--- config.mk ---
export PLATFORM = sky130hd
export DESIGN_NAME = fifo_sync_param
export DESIGN_NICKNAME = d
export VERILOG_FILES = /design/src/rtl/fifo_pkg.sv /design/src/rtl/fifo_ram.sv /design/src/rtl/fifo_sync_param.sv
export SDC_FILE = /design/constraint.sdc
export NUM_CORES = 2
export LEC_CHECK = 0
export CORE_ASPECT_RATIO = 1.1
export CORE_MARGIN = 2
export CORE_UTILIZATION = 45
export CTS_BUF_LIST = sky130_fd_sc_hd__clkbuf_16
export CTS_CLUSTER_DIAMETER = 100
export DETAILED_ROUTE_END_ITERATION = 16
export HOLD_SLACK_MARGIN = 0.03
export PLACE_DENSITY_LB_ADDON = 0.2
export SYNTH_ARGS = -nofsm -noshare
export SYNTH_HDL_FRONTEND = slang
export SYNTH_SLANG_ARGS = --single-unit
export TNS_END_PERCENT = 20
--- constraint.sdc ---
create_clock -name clk -period 3.3 [get_ports clk]
set_input_delay 0.66 -clock clk [delete_from_list [all_inputs] [get_ports clk]]
set_output_delay 0.66 -clock clk [all_outputs]
set_load 0.03 [all_outputs]
--- src/rtl/fifo_pkg.sv ---
// Shared constants and types for the synchronous FIFO.
// Optional feature macro used by fifo_sync_param: FIFO_FWFT_EN.
package fifo_pkg;

  localparam int DATA_W_DEF    = 8;
  localparam int DEPTH_DEF     = 512;
  localparam int AF_THRESH_DEF = DEPTH_DEF - 4;
  localparam int AE_THRESH_DEF = 4;

  // Status flag bundle, registered as one unit so the flags always agree
  typedef struct packed {
    logic full;
    logic empty;
    logic almost_full;
    logic almost_empty;
  } fifo_flags_t;

  localparam fifo_flags_t FLAGS_RST = '{
    full:         1'b0,
    empty:        1'b1,
    almost_full:  1'b0,
    almost_empty: 1'b1
  };

  // Derive the complete flag bundle from an occupancy value
  function automatic fifo_flags_t calc_flags(input int count, input int depth,
                                             input int af_thresh, input int ae_thresh);
    fifo_flags_t f;
    f.full         = (count == depth);
    f.empty        = (count == 32'sd0);
    f.almost_full  = (count >= af_thresh);
    f.almost_empty = (count <= ae_thresh);
    return f;
  endfunction

endpackage

--- src/rtl/fifo_ram.sv ---
// Simple dual-port storage: one synchronous write port, one asynchronous
// read port. Contents are never reset.
module fifo_ram #(
  parameter int DATA_W = 8,
  parameter int DEPTH  = 512
) (
  input  logic                     clk,
  input  logic                     we_i,
  input  logic [$clog2(DEPTH)-1:0] waddr_i,
  input  logic [DATA_W-1:0]        wdata_i,
  input  logic [$clog2(DEPTH)-1:0] raddr_i,
  output logic [DATA_W-1:0]        rdata_o
);

  logic [DATA_W-1:0] mem_q [DEPTH];

  // Write port: store the incoming word at the write address
  always_ff @(posedge clk) begin
    if (we_i) begin
      mem_q[waddr_i] <= wdata_i;
    end
  end

  assign rdata_o = mem_q[raddr_i];

endmodule

--- src/rtl/fifo_sync_param.sv ---
// Parameterised single-clock FIFO with registered status flags, sticky
// overflow/underflow and selectable read mode.
// Define FIFO_FWFT_EN for first-word-fall-through; default is the standard
// mode where data_out is registered one cycle after an accepted read.
// DEPTH must be a power of two (>= 4) so pointers wrap naturally.
module fifo_sync_param
  import fifo_pkg::*;
#(
  parameter int DATA_W    = DATA_W_DEF,
  parameter int DEPTH     = DEPTH_DEF,
  parameter int AF_THRESH = DEPTH - 4,
  parameter int AE_THRESH = AE_THRESH_DEF
) (
  input  logic                   clk,
  input  logic                   rst,
  input  logic                   wr_en,
  input  logic [DATA_W-1:0]      data_in,
  input  logic                   rd_en,
  input  logic                   err_clr,
  output logic [DATA_W-1:0]      data_out,
  output logic                   full,
  output logic                   empty,
  output logic                   almost_full,
  output logic                   almost_empty,
  output logic [$clog2(DEPTH):0] data_count,
  output logic                   overflow,
  output logic                   underflow
);

  localparam int PTR_W = $clog2(DEPTH);
  localparam int CNT_W = PTR_W + 1;

  logic [PTR_W-1:0]  wr_ptr_q, wr_ptr_d;
  logic [PTR_W-1:0]  rd_ptr_q, rd_ptr_d;
  logic [CNT_W-1:0]  count_q, count_d;
  fifo_flags_t       flags_q, flags_d;
  logic              overflow_q, overflow_d;
  logic              underflow_q, underflow_d;
  logic              wr_acc_s, rd_acc_s;
  logic [DATA_W-1:0] ram_rdata_s;

  // A full FIFO refuses writes and an empty one refuses reads; a read from a
  // full FIFO still frees a slot only on the following cycle.
  assign wr_acc_s = wr_en & ~flags_q.full;
  assign rd_acc_s = rd_en & ~flags_q.empty;

  fifo_ram #(
    .DATA_W (DATA_W),
    .DEPTH  (DEPTH)
  ) u_ram (
    .clk     (clk),
    .we_i    (wr_acc_s),
    .waddr_i (wr_ptr_q),
    .wdata_i (data_in),
    .raddr_i (rd_ptr_q),
    .rdata_o (ram_rdata_s)
  );

  // Next pointers, occupancy and the flags derived from the new occupancy
  always_comb begin
    wr_ptr_d = wr_ptr_q;
    rd_ptr_d = rd_ptr_q;
    count_d  = count_q;
    if (wr_acc_s) begin
      wr_ptr_d = wr_ptr_q + PTR_W'(1);
    end else begin
      wr_ptr_d = wr_ptr_q;
    end
    if (rd_acc_s) begin
      rd_ptr_d = rd_ptr_q + PTR_W'(1);
    end else begin
      rd_ptr_d = rd_ptr_q;
    end
    case ({wr_acc_s, rd_acc_s})
      2'b10:   count_d = count_q + CNT_W'(1);
      2'b01:   count_d = count_q - CNT_W'(1);
      default: count_d = count_q;
    endcase
    flags_d = calc_flags(32'(count_d), DEPTH, AF_THRESH, AE_THRESH);
  end

  // Sticky error flags: a new offending request wins over a clear
  always_comb begin
    overflow_d  = overflow_q;
    underflow_d = underflow_q;
    if (wr_en && flags_q.full) begin
      overflow_d = 1'b1;
    end else if (err_clr) begin
      overflow_d = 1'b0;
    end else begin
      overflow_d = overflow_q;
    end
    if (rd_en && flags_q.empty) begin
      underflow_d = 1'b1;
    end else if (err_clr) begin
      underflow_d = 1'b0;
    end else begin
      underflow_d = underflow_q;
    end
  end

  // Control state register with asynchronous reset
  always_ff @(posedge clk or negedge rst) begin
    if (!rst) begin
      wr_ptr_q    <= {PTR_W{1'b0}};
      rd_ptr_q    <= {PTR_W{1'b0}};
      count_q     <= {CNT_W{1'b0}};
      flags_q     <= FLAGS_RST;
      overflow_q  <= 1'b0;
      underflow_q <= 1'b0;
    end else begin
      wr_ptr_q    <= wr_ptr_d;
      rd_ptr_q    <= rd_ptr_d;
      count_q     <= count_d;
      flags_q     <= flags_d;
      overflow_q  <= overflow_d;
      underflow_q <= underflow_d;
    end
  end

`ifdef FIFO_FWFT_EN
  // Head word is shown directly; forced to zero while empty so reset reads 0
  assign data_out = flags_q.empty ? {DATA_W{1'b0}} : ram_rdata_s;
`else
  logic [DATA_W-1:0] data_out_q, data_out_d;

  // Capture the head word on an accepted read, otherwise hold
  always_comb begin
    data_out_d = data_out_q;
    if (rd_acc_s) begin
      data_out_d = ram_rdata_s;
    end else begin
      data_out_d = data_out_q;
    end
  end

  // Read data register
  always_ff @(posedge clk or negedge rst) begin
    if (!rst) begin
      data_out_q <= {DATA_W{1'b0}};
    end else begin
      data_out_q <= data_out_d;
    end
  end

  assign data_out = data_out_q;
`endif

  assign full         = flags_q.full;
  assign empty        = flags_q.empty;
  assign almost_full  = flags_q.almost_full;
  assign almost_empty = flags_q.almost_empty;
  assign data_count   = count_q;
  assign overflow     = overflow_q;
  assign underflow    = underflow_q;

endmodule

# Yosys cells after proc, flatten, opt, wreduce, memory -nomap -nowiden
# Memory sizes are Yosys's and may differ from the RTL's. A register that Yosys moved wholly into a read port is not among the register bits.
# Index checks and enable logic that the tools add are counted.
classes:
  n_addsub: 4
  multipliers: 0
  n_div: 0
  n_lt_le_gt_ge: 2
  n_eq_ne: 3
  shifts: 0
  n_mux: 6
  bitwise: 4
  n_reduce_logical: 6
op_table:
  columns: ["operator", "n"]
  rows:
  - ["case mux 10 bit (2 select lines)", 1]
  - ["adder 9 x 1 -> 9 bit, second input constant", 2]
  - ["adder 10 x 1 -> 10 bit, second input constant", 1]
  - ["== test 10 bit, second input constant", 1]
  - ["greater-or-equal comparator 10 x 9 -> 1 bit, second input constant", 1]
  - ["less-or-equal comparator 10 x 3 -> 1 bit, second input constant", 1]
  - ["zero test 10 bit", 1]
  - ["subtractor 10 x 1 -> 10 bit, second input constant", 1]
  - ["two-way mux 1 bit", 5]
  - ["nonzero test 2 bit", 2]
  - ["AND 1 bit", 2]
  - ["== test 2 x 1 -> 1 bit, second input constant", 1]
  - ["== test 2 bit, second input constant", 1]
  - ["logical AND 1 bit", 2]
  - ["inverter 1 bit", 2]
  - ["zero test 1 bit", 1]
word_totals:
  regBits: 34
  latch_bits: 0
  ram_bits: 4096
  romBits: 0
  in_bits: 13
  output_inout_bits: 24
  wordCells: 35
  mem_count: 1
memory_table:
  columns: ["name", "depth", "width", "rd", "rd_ports_with_merged_regs", "write_ports", "line", "source"]
  rows:
  - ["u_ram.mem_q", 512, 8, 1, 1, 1, "fifo_ram.sv:15", "logic [DATA_W-1:0] mem_q [DEPTH];"]

# Depth between registers and ports, before layout
logic_depth:
  ltp_word: 5
  mapped_depth: 13
  depth_no_buf: 12

# By module
# A second synthesis with hierarchy kept.
hier_totals:
  hier_cells: 8280
  area_unflattened_um2: 162148.0
modules_own_cells:
  columns: ["module", "instances", "cells_per_inst", "area_each_um2", "seq_area_each_um2"]
  rows:
  - ["fifo_ram", 1, 8022, 159767.0, 122998.0]
  - ["fifo_sync_param", 1, 258, 2381.0, 1053.5]

# Worst setup path after synthesis
# OpenSTA, ideal clock, no wires.
synth_timing:
  kind: "input-to-reg"
  from: "input port rd_en"
  to: "register flags_q, in the netlist almost_empty"
  setup_ns: 0.101
  t_arrival_ns: 3.101
  required_time_ns: 3.199
  slack_ns: 0.098
  cell_stages: 12
  path_buffers: 3
  cell_sequence: "nand2b_1 inv_1 clkbuf_1 buf_1 ha_1 clkbuf_1 a21boi_0 o21ai_0 a41oi_1 xnor2_1 nand4b_1 nor4b_1"
synth_rtl:
  columns: ["item", "line", "source"]
  rows:
  - ["from (decl)", "fifo_sync_param.sv:18", "input logic rd_en,"]
  - ["to (signal assigned)", "fifo_sync_param.sv:115", "flags_q <= flags_d;"]
  - ["to (decl)", "fifo_sync_param.sv:36", "fifo_flags_t flags_q, flags_d;"]

==> impl_metrics.tcl <==
set metrics [dict create \
    synth_ff_type "edfxtp_1" \
    violations "setup timing" \
    ys_top_cells_by_area "edfxtp_1 76%, mux4_2 15%, nor2_1 1.4%, mux2i_1 1.2%, dfrtp_1 0.62%" \
    fin_util 0.545 \
    ys_seq_area_frac 0.771 \
    syn-cell-area_um2 161000 \
    cp.buffers_inverters 5 \
    cts-root-buf "clkbuf_16" \
    fin_setup_tns_ns -0.719 \
    cts-buffers-inserted 414 \
    cp_common_cell "buf_4" \
    critPathMaxFanout 8 \
    cp_cell_sequence "buf_12 > buf_16 > buf_4 > buf_4 > mux4_2 > a22oi_2 > a21oi_2 > or3_4 > a211oi_4 > buf_6 > o311ai_4 > o221a_1" \
    dp.final_hpwl_um 320000 \
    use_met3 0.0490 \
    start_util 0.451 \
    io_buffer_count 36 \
    critPathLaunchType "flip-flop" \
    preCtsSetupSlack_ns -0.773 \
    place_congestion 0.936 \
    insertion_delay_ns 0.99 \
    crit_arrival_ns 4.30 \
    grt_max_degree 129 \
    async_flop_share 0.0101 \
    yosysWarnings 0 \
    synth_enable_flop_cells 4096 \
    synth_fp_nets 7409 \
    setup_ws_ns -0.125 \
    area_growth_syn_to_layout_pct 20.6 \
    maxSlewViolCount 0 \
    overflow 0 \
    grt_use_met2 0.424 \
    clk_pin_slew_ns 0.06 \
    wl_um 485000 \
    die_w_um 574 \
    end_kind "flip-flop" \
    grt_first_pass_wirelength_um 675000 \
    vdd_drop_max_v 0.000566 \
    grt_use_total 0.265 \
    syn_inst 7389 \
    rows 230 \
    wl_per_cell_um 34.3 \
    die_h_um 631 \
    clock-sinks 4138 \
    powerDensity_nw_per_um2 827 \
    ios 37 \
    ys_ff_latch 4138 \
    fmax_ghz 0.292 \
    drtIter0Drc 11200 \
    cts_tree "yes" \
    synth_top_area_share 0.765 \
    cpPeakStageDelay_ns 0.61 \
    die_area_um2 362000 \
    drtPass1Iterations 8 \
    relSlewSlack 0.299 \
    status "complete, but fails checks" \
    avgSynthCellArea_um2 21.8 \
    cp.required_ns 4.18 \
    critPathKind "flip-flop to flip-flop" \
    route.detailed.drc 0 \
    grt.met1_usage 0.359 \
    ys_types 83 \
    worstHoldPathType "input port to flip-flop" \
    holdWs_ns 0.143 \
    gr-max-usage-layer "met2" \
    finClkSkew_ns 0.0728 \
    leakage_nw 63.8 \
    crit_slowest_cell "dfrtp_4" \
    layout-drive-gt1-share 0.369 \
    viasPerCell 6.08 \
    tightestPinTransition_ns 1.05 \
    nets 9024 \
    synth_top_area_cell "edfxtp_1" \
    dr_total_vias 85800 \
    core_um2 356000 \
    cap_viol_max_count 0 \
    antenna_found_initial 21 \
    worst_path_dominant_cell_family "buffers and inverters" \
    clockBufferDepth 4 \
    finalSetupViolCount 8 \
    first_global_vias 86200 \
    timing.final.hold_violations 0 \
    period_minus_slack_ns 3.42 \
    ctsHtreeMaxLevel 5 \
    rsz0062_at_grt "true" \
    ant_nets 0 \
    finalCritPeriodShare 1.04 \
]
==> kinds of logic (layout without fill, tap and decap cells) <==
group                      count (synthesis)  after routing  share of synthesized area
DFF                                     4138           4138                      0.771
muxes                                   1272           1272                      0.161
and+or+nand+nor                          915            915                     0.0243
AOI/OAI and AO/OA                        555            555                     0.0247
buffers and inverters                    478           2439                     0.0174
xor gates and xnor gates                  24             24                    0.00131
adders and majority gates                  7              7                   0.000544
other                                      0             13                          0
==> synth_stat cells (12+ instances only) <==
master    count
o21ai_0      57
a221oi_1     45
a211oi_1     31
a22oi_1     131
nand2_1     142
o221ai_1     20
nand4_1      12
o22ai_1      68
edfxtp_1   4096
nor3_1       31
clkbuf_1    195
mux4_2     1042
nand2b_1     13
o211ai_1     12
nor2_1      580
mux2_2       37
dfrtp_1      40
buf_1        15
nor4_1       18
buf_6        64
xnor2_1      20
a21oi_1      68
buf_2       103
a22o_1       36
nor2b_1      22
nand3_1      35
a31oi_1      18
inv_1        14
buf_4        74
mux2i_1     193
==> worst reg2reg max path: stages (launching register included) <==
cell      delay (ns)
dfrtp_4         0.61
buf_12          0.24
buf_16          0.19
buf_4           0.15
buf_4           0.13
mux4_2          0.58
a22oi_2         0.17
a21oi_2         0.09
or3_4           0.41
a211oi_4        0.29
buf_6           0.18
o311ai_4        0.12
o221a_1         0.15
==> power breakdown <==
group          leakage [nW]  switching [mW]  internal [mW]
registers              37.3           0.731           58.2
clock network          6.79            20.1           26.1
logic                  19.7            31.0           24.5
==> path summary, 6_finish.rpt <==
| check | from | to | slack, ns | cells after the start |
|---|---|---|---|---|
| max in group asynchronous | rst | rd_ptr_q[1]$_DFFE_PN0P_ | 2.10 | 2 |
| hold reg to reg | full$_DFF_PN0_ | overflow$_DFFE_PN0P_ | 0.52 | 2 |
| hold / removal | data_in[2] | u_ram.mem_q[124][2]$_DFFE_PP_ | 0.14 | 1 |
| setup / recovery | rd_ptr_q[0]$_DFFE_PN0P_ | data_out[3]$_DFFE_PN0P_ | -0.12 | 12 |
| setup reg to reg | rd_ptr_q[0]$_DFFE_PN0P_ | data_out[3]$_DFFE_PN0P_ | -0.12 | 12 |
| min in group asynchronous | rst | data_count[0]$_DFF_PN0_ | 0.40 | 2 |
==> cell type report <==
type / instances / area, um2
Clock inverter: 342 / 2770
Multi-Input combinational cell: 2773 / 34900
Inverter: 18 / 68.8
Tap cell: 4756 / 5950
Sequential cell: 4138 / 124000
Antenna cell: 13 / 32.5
Timing Repair Buffer: 1659 / 15700
Fill cell: 27200 / 162000
Clock buffer: 420 / 10500
==> metal layers <==
metal | up-vias | wire [um]
li1 | 34400 | -
met1 | 46100 | 188000
met2 | 4444 | 232000
met3 | 883 | 42100
met4 | 8 | 22300
met5 | - | 58
==> metrics by stage <==
stage | power (mW) | std cells | instance area, um2
4_1_cts | 160 | 14100 | 193000
5_1_grt | 164 | 14100 | 194000
3_3_place_gp | 112 | 13300 | 179000
3_5_place_dp | 112 | 13300 | 179000
6_report | 161 | 14100 | 194000
2_1_floorplan | 86.4 | 7389 | 161000
==> what timing repair did <==
action	in CTS	in global routing
setup endpoints to repair	8	8
hold buffers	1	0
gates resized for setup	145	68
pin swaps	20	30
buffers inserted	36	40
cloned	7	2
endpoints found under the hold margin	32	0
==> layout by cell type (no fill, tap or decap), drive strengths merged, types with 13 or more instances in the layout <==
master / n
a21oi: 68
o221ai: 20
nor3: 31
diode: 13
o22ai: 68
buf: 1626
xnor2: 20
bufinv: 38
nor4: 18
mux2i: 193
clkinv: 211
inv: 100
edfxtp: 4096
nor2: 580
o21ai: 60
mux2: 37
a22oi: 131
a221oi: 45
a211oi: 31
a22o: 36
a31oi: 18
clkdlybuf4s50: 27
dfrtp: 40
mux4: 1042
clkbuf: 422
nand2b: 13
nor2b: 22
nand2: 142
nand3: 36
==> sequential cells by signal, indices dropped and copies added (netlist names) <==
register / flops
full: 1
data_count: 10
rd_ptr_q: 9
data_out: 8
overflow: 1
u_ram.mem_q: 4096
almost_full: 1
almost_empty: 1
empty: 1
underflow: 1
wr_ptr_q: 9
(Power assumes the default switching activity.)
